[src/rtl/pint_frame_ctrl_pkg.sv]
// pint_frame_ctrl_pkg: shared constants, TX state encoding and RX buffer word layout
package pint_frame_ctrl_pkg;
  localparam int DEF_MAX_PAYLOAD = 15;
  localparam int DEF_RX_AW = 4;
  typedef enum logic [2:0] {IDLE, LOAD, KICK, WBUSY, WIDLE} tx_state_t;
  typedef struct packed {
    logic       last;
    logic [7:0] data;
  } rx_word_t;
endpackage

[src/rtl/pint_frame_ctrl_if.sv]
// pint_frame_ctrl_if: host byte streams (in_* toward PINT, out_* from PINT); master=host, slave=controller
interface pint_frame_ctrl_if;
  logic [7:0] in_data;
  logic       in_cmd_type;
  logic       in_valid;
  logic       in_last;
  logic       in_ready;
  logic [7:0] out_data;
  logic       out_last;
  logic       out_valid;
  logic       out_ready;
  modport master(
    output in_data, in_cmd_type, in_valid, in_last, out_ready,
    input  in_ready, out_data, out_last, out_valid
  );
  modport slave(
    input  in_data, in_cmd_type, in_valid, in_last, out_ready,
    output in_ready, out_data, out_last, out_valid
  );
endinterface

[src/rtl/pint_frame_ctrl_fifo.sv]
// pint_frame_ctrl_fifo: first-word-fall-through FIFO (wr_en/wr_data in, rd_en/rd_data out, empty/full flags)
module pint_frame_ctrl_fifo #(
  parameter int W  = 9,
  parameter int AW = 4
) (
  input  logic         clk,
  input  logic         reset,
  input  logic         wr_en,
  input  logic [W-1:0] wr_data,
  input  logic         rd_en,
  output logic [W-1:0] rd_data,
  output logic         empty,
  output logic         full
);
  logic [W-1:0]  mem [2**AW];
  logic [AW-1:0] wp, rp;
  logic [AW:0]   cnt;
  logic          we, re;
  assign we      = wr_en & ~full;
  assign re      = rd_en & ~empty;
  assign empty   = cnt == '0;
  assign full    = cnt[AW];
  assign rd_data = mem[rp];
  always_ff @(posedge clk)
    if (we) mem[wp] <= wr_data;
  always_ff @(posedge clk) begin
    if (reset) begin
      wp  <= '0;
      rp  <= '0;
      cnt <= '0;
    end else begin
      if (we) wp <= wp + 1'b1;
      if (re) rp <= rp + 1'b1;
      cnt <= cnt + (AW+1)'(we) - (AW+1)'(re);
    end
  end
endmodule

[src/rtl/pint_frame_ctrl.sv]
// pint_frame_ctrl: host frames <-> PINT strobes (host streams on hs; tx_*/pint_busy/dbg_tx_active/rx_* to PINT; sticky err_* flags)
module pint_frame_ctrl
  import pint_frame_ctrl_pkg::*;
#(
  parameter int MAX_PAYLOAD = DEF_MAX_PAYLOAD,
  parameter int RX_AW       = DEF_RX_AW
) (
  input  logic             clk,
  input  logic             reset,
  pint_frame_ctrl_if.slave hs,
  output logic [7:0]       tx_char,
  output logic             tx_char_latch,
  output logic             tx_req,
  output logic             tx_cmd_type,
  input  logic             pint_busy,
  input  logic             dbg_tx_active,
  input  logic [7:0]       rx_data,
  input  logic             rx_latch,
  input  logic             rx_req,
  output logic             tx_done,
  output logic             err_overlen,
  output logic             err_rx_ovf
);
  localparam int CW = $clog2(MAX_PAYLOAD + 1);
  localparam logic [CW-1:0] MAXP = CW'(MAX_PAYLOAD);
  tx_state_t     state;
  logic [CW-1:0] cnt;
  logic          in_rdy, acc, tx_seen, seen_now;
  logic [7:0]    stg_data;
  logic          stg_full, wr_en, buf_empty, buf_full, pop;
  rx_word_t      wr_word, rd_word;
  assign acc         = hs.in_valid & in_rdy;
  assign seen_now    = tx_seen | dbg_tx_active;
  assign hs.in_ready = in_rdy;
  always_ff @(posedge clk) begin
    if (reset) begin
      state         <= IDLE;
      cnt           <= '0;
      in_rdy        <= 1'b0;
      tx_char       <= '0;
      tx_char_latch <= 1'b0;
      tx_req        <= 1'b0;
      tx_cmd_type   <= 1'b0;
      tx_done       <= 1'b0;
      err_overlen   <= 1'b0;
      tx_seen       <= 1'b0;
    end else begin
      tx_char_latch <= 1'b0;
      tx_req        <= 1'b0;
      tx_done       <= 1'b0;
      case (state)
        IDLE:
          if (acc) begin
            tx_char       <= hs.in_data;
            tx_char_latch <= 1'b1;
            tx_cmd_type   <= hs.in_cmd_type;
            cnt           <= CW'(1);
            state         <= hs.in_last ? KICK : LOAD;
            in_rdy        <= ~hs.in_last;
          end else begin
            in_rdy <= 1'b1;
          end
        LOAD:
          if (acc) begin
            if (cnt < MAXP) begin
              tx_char       <= hs.in_data;
              tx_char_latch <= 1'b1;
              cnt           <= cnt + 1'b1;
            end else begin
              err_overlen <= 1'b1;
            end
            if (hs.in_last) begin
              state  <= KICK;
              in_rdy <= 1'b0;
            end
          end
        KICK:
          if (!pint_busy) begin
            tx_req  <= 1'b1;
            tx_seen <= 1'b0;
            state   <= WBUSY;
          end
        WBUSY: begin
          tx_seen <= seen_now;
          if (pint_busy) state <= WIDLE;
        end
        WIDLE: begin
          tx_seen <= seen_now;
          if (!pint_busy) begin
            state   <= seen_now ? IDLE : KICK;
            tx_done <= seen_now;
            in_rdy  <= seen_now;
          end
        end
        default: state <= IDLE;
      endcase
    end
  end
  // buffer writes are registered so the final byte of a frame appears two cycles after rx_req
  always_ff @(posedge clk) begin
    if (reset) begin
      stg_data   <= '0;
      stg_full   <= 1'b0;
      wr_en      <= 1'b0;
      wr_word    <= '0;
      err_rx_ovf <= 1'b0;
    end else begin
      wr_en   <= stg_full & (rx_latch | rx_req);
      wr_word <= {rx_req, stg_data};
      if (rx_latch) begin
        stg_data <= rx_data;
        stg_full <= 1'b1;
      end else if (rx_req) begin
        stg_full <= 1'b0;
      end
      if (wr_en & buf_full) err_rx_ovf <= 1'b1;
    end
  end
  assign pop          = ~buf_empty & hs.out_ready;
  assign hs.out_valid = ~buf_empty;
  assign hs.out_data  = buf_empty ? '0 : rd_word.data;
  assign hs.out_last  = ~buf_empty & rd_word.last;
  pint_frame_ctrl_fifo #(.W($bits(rx_word_t)), .AW(RX_AW)) u_rx_buf (
    .clk     (clk),
    .reset   (reset),
    .wr_en   (wr_en),
    .wr_data (wr_word),
    .rd_en   (pop),
    .rd_data (rd_word),
    .empty   (buf_empty),
    .full    (buf_full)
  );
endmodule

[src/flat_wrapper.sv]
// flat-port wrapper written by rule: the top's interface ports become plain ports
module pint_frame_ctrl_flat import pint_frame_ctrl_pkg::*;
#(
  parameter int MAX_PAYLOAD = DEF_MAX_PAYLOAD,
  parameter int RX_AW       = DEF_RX_AW
)
  (clk, reset, tx_char, tx_char_latch, tx_req, tx_cmd_type, pint_busy, dbg_tx_active, rx_data, rx_latch, rx_req, tx_done, err_overlen, err_rx_ovf, hs_in_data, hs_in_cmd_type, hs_in_valid, hs_in_last, hs_out_ready, hs_in_ready, hs_out_data, hs_out_last, hs_out_valid);
  pint_frame_ctrl_if hs_i ();
  input  logic clk;
  input  logic reset;
  output logic [7:0] tx_char;
  output logic tx_char_latch;
  output logic tx_req;
  output logic tx_cmd_type;
  input  logic pint_busy;
  input  logic dbg_tx_active;
  input  logic [7:0] rx_data;
  input  logic rx_latch;
  input  logic rx_req;
  output logic tx_done;
  output logic err_overlen;
  output logic err_rx_ovf;
  input wire logic [$bits(hs_i.in_data)-1:0] hs_in_data;
  input wire logic [$bits(hs_i.in_cmd_type)-1:0] hs_in_cmd_type;
  input wire logic [$bits(hs_i.in_valid)-1:0] hs_in_valid;
  input wire logic [$bits(hs_i.in_last)-1:0] hs_in_last;
  input wire logic [$bits(hs_i.out_ready)-1:0] hs_out_ready;
  output wire logic [$bits(hs_i.in_ready)-1:0] hs_in_ready;
  output wire logic [$bits(hs_i.out_data)-1:0] hs_out_data;
  output wire logic [$bits(hs_i.out_last)-1:0] hs_out_last;
  output wire logic [$bits(hs_i.out_valid)-1:0] hs_out_valid;
  assign hs_i.in_data = hs_in_data;
  assign hs_i.in_cmd_type = hs_in_cmd_type;
  assign hs_i.in_valid = hs_in_valid;
  assign hs_i.in_last = hs_in_last;
  assign hs_i.out_ready = hs_out_ready;
  assign hs_in_ready = hs_i.in_ready;
  assign hs_out_data = hs_i.out_data;
  assign hs_out_last = hs_i.out_last;
  assign hs_out_valid = hs_i.out_valid;
  pint_frame_ctrl #(.MAX_PAYLOAD(MAX_PAYLOAD), .RX_AW(RX_AW)) u_core (.clk(clk), .reset(reset), .hs(hs_i), .tx_char(tx_char), .tx_char_latch(tx_char_latch), .tx_req(tx_req), .tx_cmd_type(tx_cmd_type), .pint_busy(pint_busy), .dbg_tx_active(dbg_tx_active), .rx_data(rx_data), .rx_latch(rx_latch), .rx_req(rx_req), .tx_done(tx_done), .err_overlen(err_overlen), .err_rx_ovf(err_rx_ovf));
endmodule
[config.mk]
export PLATFORM = sky130hd
export DESIGN_NAME = pint_frame_ctrl_flat
export DESIGN_NICKNAME = d
export VERILOG_FILES = /design/src/rtl/pint_frame_ctrl_pkg.sv /design/src/rtl/pint_frame_ctrl_if.sv /design/src/rtl/pint_frame_ctrl_fifo.sv /design/src/rtl/pint_frame_ctrl.sv /design/src/flat_wrapper.sv
export SDC_FILE = /design/constraint.sdc
export NUM_CORES = 1
export LEC_CHECK = 0
export CORE_ASPECT_RATIO = 1.2
export CORE_UTILIZATION = 35
export CTS_CLUSTER_DIAMETER = 80
export CTS_CLUSTER_SIZE = 10
export DETAILED_ROUTE_END_ITERATION = 10
export DONT_BUFFER_PORTS = 1
export MAX_ROUTING_LAYER = met4
export PLACE_DENSITY_LB_ADDON = 0.3
export SETUP_SLACK_MARGIN = 0.5
export SLEW_MARGIN = 20
export SYNTH_ARGS = -nofsm -noshare
export SYNTH_HDL_FRONTEND = slang
export SYNTH_SLANG_ARGS = --single-unit
[constraint.sdc]
create_clock -name clk -period 2.6 [get_ports clk]
set_input_delay 0.52 -clock clk [delete_from_list [all_inputs] [get_ports clk]]
set_output_delay 0.52 -clock clk [all_outputs]
set_load 0.05 [all_outputs]
Yosys cells after proc, flatten, opt, wreduce, memory -nomap -nowiden
Memory sizes are Yosys's and may differ from the RTL's. A register that Yosys moved wholly into a read port is not among the register bits.
Index checks and enable logic that the tools add are counted.
{"block": "op_classes", "muxes": 36, "n_lt_le_gt_ge": 1, "reduce_logical": 15, "n_bitwise": 15, "eq_ne": 11, "addsub": 5}
{"op": "$mux 8", "count": 4}
{"op": "$mux 4", "count": 5}
{"op": "$mux 3", "count": 6}
{"op": "$pmux 8 s2", "count": 1}
{"op": "$pmux 3 s5", "count": 1}
{"op": "$mux 1", "count": 13}
{"op": "$add 4x1->4 const B", "count": 3}
{"op": "$ne 2x2->1 const B", "count": 4}
{"op": "$pmux 4 s2", "count": 1}
{"op": "$reduce_and 4->1", "count": 2}
{"op": "$and 1x1->1", "count": 7}
{"op": "$eq 3x2->1 const B", "count": 2}
{"op": "$ne 2x1->1 const B", "count": 3}
{"op": "$not 1->1", "count": 6}
{"op": "$reduce_and 6->1", "count": 1}
{"op": "$reduce_bool 2->1", "count": 3}
{"op": "$add 5x1->5", "count": 1}
{"op": "$logic_not 5->1", "count": 1}
{"op": "$sub 5x1->5", "count": 1}
{"op": "$lt 4x4->1 const B", "count": 1}
{"op": "$mux 2", "count": 2}
{"op": "$pmux 1 s2", "count": 2}
{"op": "$reduce_and 2->1", "count": 2}
{"op": "$reduce_or 2->1", "count": 2}
{"op": "other kinds (8)", "count": 9}
{"block": "totals", "register_bits": 55, "memories": 1, "out_inout_bits": 25, "ramBits": 144, "input_bits": 26}
{"name": "u_core.u_rx_buf.mem", "depth": 16, "word_bits": 9, "read_ports": 1, "rd_ports_with_merged_regs": 1, "write_ports": 1, "line_no": "pint_frame_ctrl_fifo.sv:15", "rtl": "logic [W-1:0] mem [2**AW];"}

Depth between registers and ports, before layout
{"block": "depth", "depth_word": 6, "mapped_depth": 14}

By module
From an unflattened synthesis, not the netlist that was laid out.
{"block": "hier_totals", "cells_unflattened": 506, "area_unflattened_um2": 8087.8}
{"module": "pint_frame_ctrl_fifo", "cells_each": 327, "area_per_inst_um2": 6404.9, "instances": 1}
{"module": "pint_frame_ctrl", "cells_each": 179, "area_per_inst_um2": 1682.9, "instances": 1}

Least setup slack after synthesis
No wires, ideal clock.
{"block": "synth_path", "path_type": "register to output", "startpoint": "register u_core.u_rx_buf.cnt[2]", "endpoint": "output port hs_out_data[5]", "n_path_buf": 2, "required_time_ns": 2.080, "path_slack_ns": -0.167, "t_arrival_ns": 2.247, "stages_incl_launch_ff": 9, "path_cell_list": "dfxtp_1 -> inv_1 -> ha_1 -> or4b_1 -> buf_2 -> nor2b_1 -> buf_2 -> a22oi_2 -> o211ai_1"}
{"block": "synth_between", "elab_chain_cells": 2}
{"element": "start: declaration", "line_no": "pint_frame_ctrl_fifo.sv:17", "rtl": "logic [AW:0] cnt;"}
{"element": "start signal: assignment", "line_no": "pint_frame_ctrl_fifo.sv:34", "rtl": "cnt <= cnt + (AW+1)'(we) - (AW+1)'(re);"}
{"element": "$logic_not 5->1", "line_no": "pint_frame_ctrl_fifo.sv:21", "rtl": "assign empty = cnt == '0;"}
{"element": "$mux 8", "line_no": "pint_frame_ctrl.sv:121", "rtl": "assign hs.out_data = buf_empty ? '0 : rd_word.data;"}
{"element": "end: declaration", "line_no": "flat_wrapper.sv:29", "rtl": "output wire logic [$bits(hs_i.out_data)-1:0] hs_out_data;"}
Every way passes these cells.

Final worst setup path
{"block": "layout_path", "startpoint": "register u_core.u_rx_buf.cnt[3]", "endpoint": "output port hs_out_data[5]"}
The elaborated chain is that of the path after synthesis.

==> run metrics <==
crit path max fanout 6; Post-Synth Simple-Gate Area under 10%; Slew Limit Headroom 52.0%; setup TNS -1.98 ns; Async SR Flop Fraction 0%; Synth Area in XOR/XNOR 0.881%; Die H 167 µm; CP endpoint kind primary output; DRC 0; Initial Utilization 35.6%; Yosys reg bits about 200; clock transition at the registers of the reported paths 0.06 ns; share of cells above drive strength 1 25.9%; Mapped Avg Cell Area 15.0 µm²; post-route clock skew 0.0111 ns; Max stage delay cell, worst path or4b_4; H-tree levels 1; Peak Freq 0.349 GHz; critical path type flip-flop to primary output; detailed placer's ending HPWL 10800 µm; complex-gate fraction of the synthesized area between 5 and 6%; Worst R2R Setup Slack -0.11 ns; Syn. warnings 0; peak supply drop 508 µV; CTS tree done; Hold Crit Endpoint u_core.u_rx_buf.cnt[2]; Sink Count 203; Worst R2R Path Depth 19; Final WS setup -0.266 ns; pwr dens 991 nW/µm²; die area 23300 µm²; Pre-Repair DR Iteration Count 5; Pwr Total 9.63 mW; Storage cell area 5510 µm²; Arr. time, crit path 2.35 ns; leak pwr 3.37 nW; DR iter-0 viols 331; Total GRT Usage between 10% and 20%; failing checks setup timing; clk_lat worst skew 0.50 ns; GP Congestion roughly 0.83; Worst path max stage delay about 0.49 ns; post-synthesis cell type count 47; Final period util 110%; mapped cell area ~8000 µm²; largest family of logic cells by synthesized area multiplexers; Core Util, Final 43.4%; total grt overflow 0; core area 22400 µm²; commonest non-fill, non-tap cell in the layout edfxtp_1; footprint of the multi-input gates ~2400 µm²; Maximum Capacitance Violations 0; Worst Min Path Start reset; fin crit period approximately 2.9 ns; initial antenna violation count 0; die outline width between 100 and 150 µm; Hold WS 0.0912 ns; final max-slew violation count 0; average via count per standard cell 5.11; post-route ant nets 0; first-pass GRT wire length 27000 µm; CTS Buf Count 24; Syn Nets 569; Critical Path, Cell by Cell inv_2 -> ha_4 -> or4b_4 -> nor2b_4 -> buf_6 -> a22oi_2 -> o211ai_1 -> buf_4; Root Driver clkbuf_16; CP Launch Type flip-flop; Longest Clk Path Bufs 3; sequential fraction of the synthesis area 69.2%; Required @ worst endpoint between 2 and 2.5 ns; drt total wl 17300 µm; Area growth, synth to finish 22.1%; cell count after synthesis approximately 530; number of flops mapped to enable cells by yosys between 100 and 150; RSZ-0062 raised after global routing yes; pre-CTS WS 0.0627 ns; port bufs 0; post-synthesis mux area share 11.5%; Fillers between 2000 and 2500; status complete, but fails checks; post-synthesis adder-cell area fraction roughly 2.0%; final setup fails 11; Least-Margin Pin Slew 0.719 ns; WL/cell around 19 µm; Via Count about 4500; hold path depth 1; Tightest Hold Check Type primary input to flip-flop; largest net degree at the start of global routing 60; reg2reg start u_core.u_rx_buf.cnt[2]; Ports 51; Final #Nets 633; commonest cells after routing, fill and taps aside edfxtp_1 (144), dfxtp_1 (56), nor2_1 (47), buf_4 (45), nand2_1 (35); n_diodes 0; Core Rows 60; vias in the first global route 4774; Post-CTS Hold Fix Bufs 0; Final Hold Vio Count 0; Crit Reg-Reg Endpoint u_core.u_rx_buf.cnt[4]; ys flop type edfxtp_1
worst max path at each step:
stage                                      start                endpoint  slack (ns)  cells past startpoint
after floorplan           u_core.u_rx_buf.cnt[2]          hs_out_data[5]        0.02                      9
after global placement    u_core.u_rx_buf.cnt[2]  u_core.u_rx_buf.cnt[4]        0.16                     13
after detailed placement  u_core.u_rx_buf.cnt[3]  u_core.u_rx_buf.cnt[4]        0.06                     13
after CTS                 u_core.u_rx_buf.cnt[3]          hs_out_data[5]       -0.25                      8
after global routing      u_core.u_rx_buf.cnt[2]          hs_out_data[5]       -0.31                      8
final                     u_core.u_rx_buf.cnt[3]          hs_out_data[5]       -0.27                      8
repair_timing:
item,4_1_cts,5_1_grt
buffers inserted,24,9
endpoints found under the hold margin,0,0
endpoints found under the setup margin,15,16
gates resized for setup,34,10
cloned,3,0
pin swaps,15,13
per-layer routing:
| layer | wire length [µm] | global-route usage (%) | up-vias |
|---|---|---|---|
| met4 | 274 | 3.77 | 0 |
| met1 | 6910 | 18.6 | 2264 |
| met5 | 0 | - | - |
| met2 | 8970 | 26.9 | 129 |
| met3 | 1180 | 3.66 | 29 |
| li1 | - | - | 2127 |
kinds of logic (layout without fill, tap and decap cells):
kind of cell,after synthesis,after routing
flip-flops,203,203
adder cells (fa/ha/maj),12,12
AND/OR/NAND/NOR,149,149
XOR/XNOR,8,8
AO/OA/AOI/OAI,62,62
buffers and inverters,41,121
multiplexers,56,56
Yosys cell counts, drive strengths merged (3+ instances only):
library cell / count / share of area [%]
nor4: 4 / 0.31
nor2: 48 / 2.3
mux2i: 26 / 3.3
nor2b: 14 / 1.1
and3: 3 / 0.30
a22oi: 16 / 1.6
nor3: 8 / 0.50
o21ai: 5 / 0.31
xor2: 6 / 0.66
inv: 9 / 0.42
dfxtp: 59 / 15
edfxtp: 144 / 54
nand2: 36 / 1.7
nor3b: 3 / 0.28
nand3: 17 / 1.1
clkbuf: 17 / 0.80
nand2b: 5 / 0.39
mux4: 28 / 7.9
a21oi: 22 / 1.4
a21o: 3 / 0.28
ha: 11 / 1.7
o211ai: 8 / 0.75
buf: 15 / 1.0
state kept, by name, indices dropped and copies added (netlist names), named ones only:
register	cells
u_core.cnt	4
u_core.err_overlen	1
u_core.err_rx_ovf	1
u_core.hs.in_ready	1
u_core.state	3
u_core.stg_data	8
u_core.stg_full	1
u_core.tx_char	8
u_core.tx_char_latch	1
u_core.tx_cmd_type	1
u_core.tx_done	1
u_core.tx_req	1
u_core.tx_seen	1
u_core.u_rx_buf.cnt	5
u_core.u_rx_buf.mem	144
u_core.u_rx_buf.rp	4
u_core.u_rx_buf.wp	4
u_core.wr_en	1
u_core.wr_word	9
critical path, delay by kind of cell (launching register included):
family / cells / cell delay [ns]
compound gates: 2 / 0.32
fa+ha+maj: 1 / 0.13
simple gates: 2 / 0.66
flops: 1 / 0.32
buf+inv: 3 / 0.44
stage by stage:
step / area, µm² / cells
after floorplan: 7990 / 531
after global placement: 8460 / 812
after CTS: 9600 / 881
after global routing: 9710 / 890
after detailed placement: 8460 / 812
final: 9710 / 890
where the power goes:
group	internal, mW	total [mW]	switching (mW)
Sequential	3.56	3.73	0.165
Clock	1.78	2.96	1.18
Combinational	1.49	2.94	1.45
final cells by class:
type                    instances  area share, %
flip-flops and latches        203           56.7
multi-input cells             287           24.8
repair buffers                 70           7.33
clock buffers                  41           7.06
well taps                     279           3.59
inverters                       9          0.348
clock inverters                 1         0.0902
Note: power is estimated with default switching activity, not from simulation.
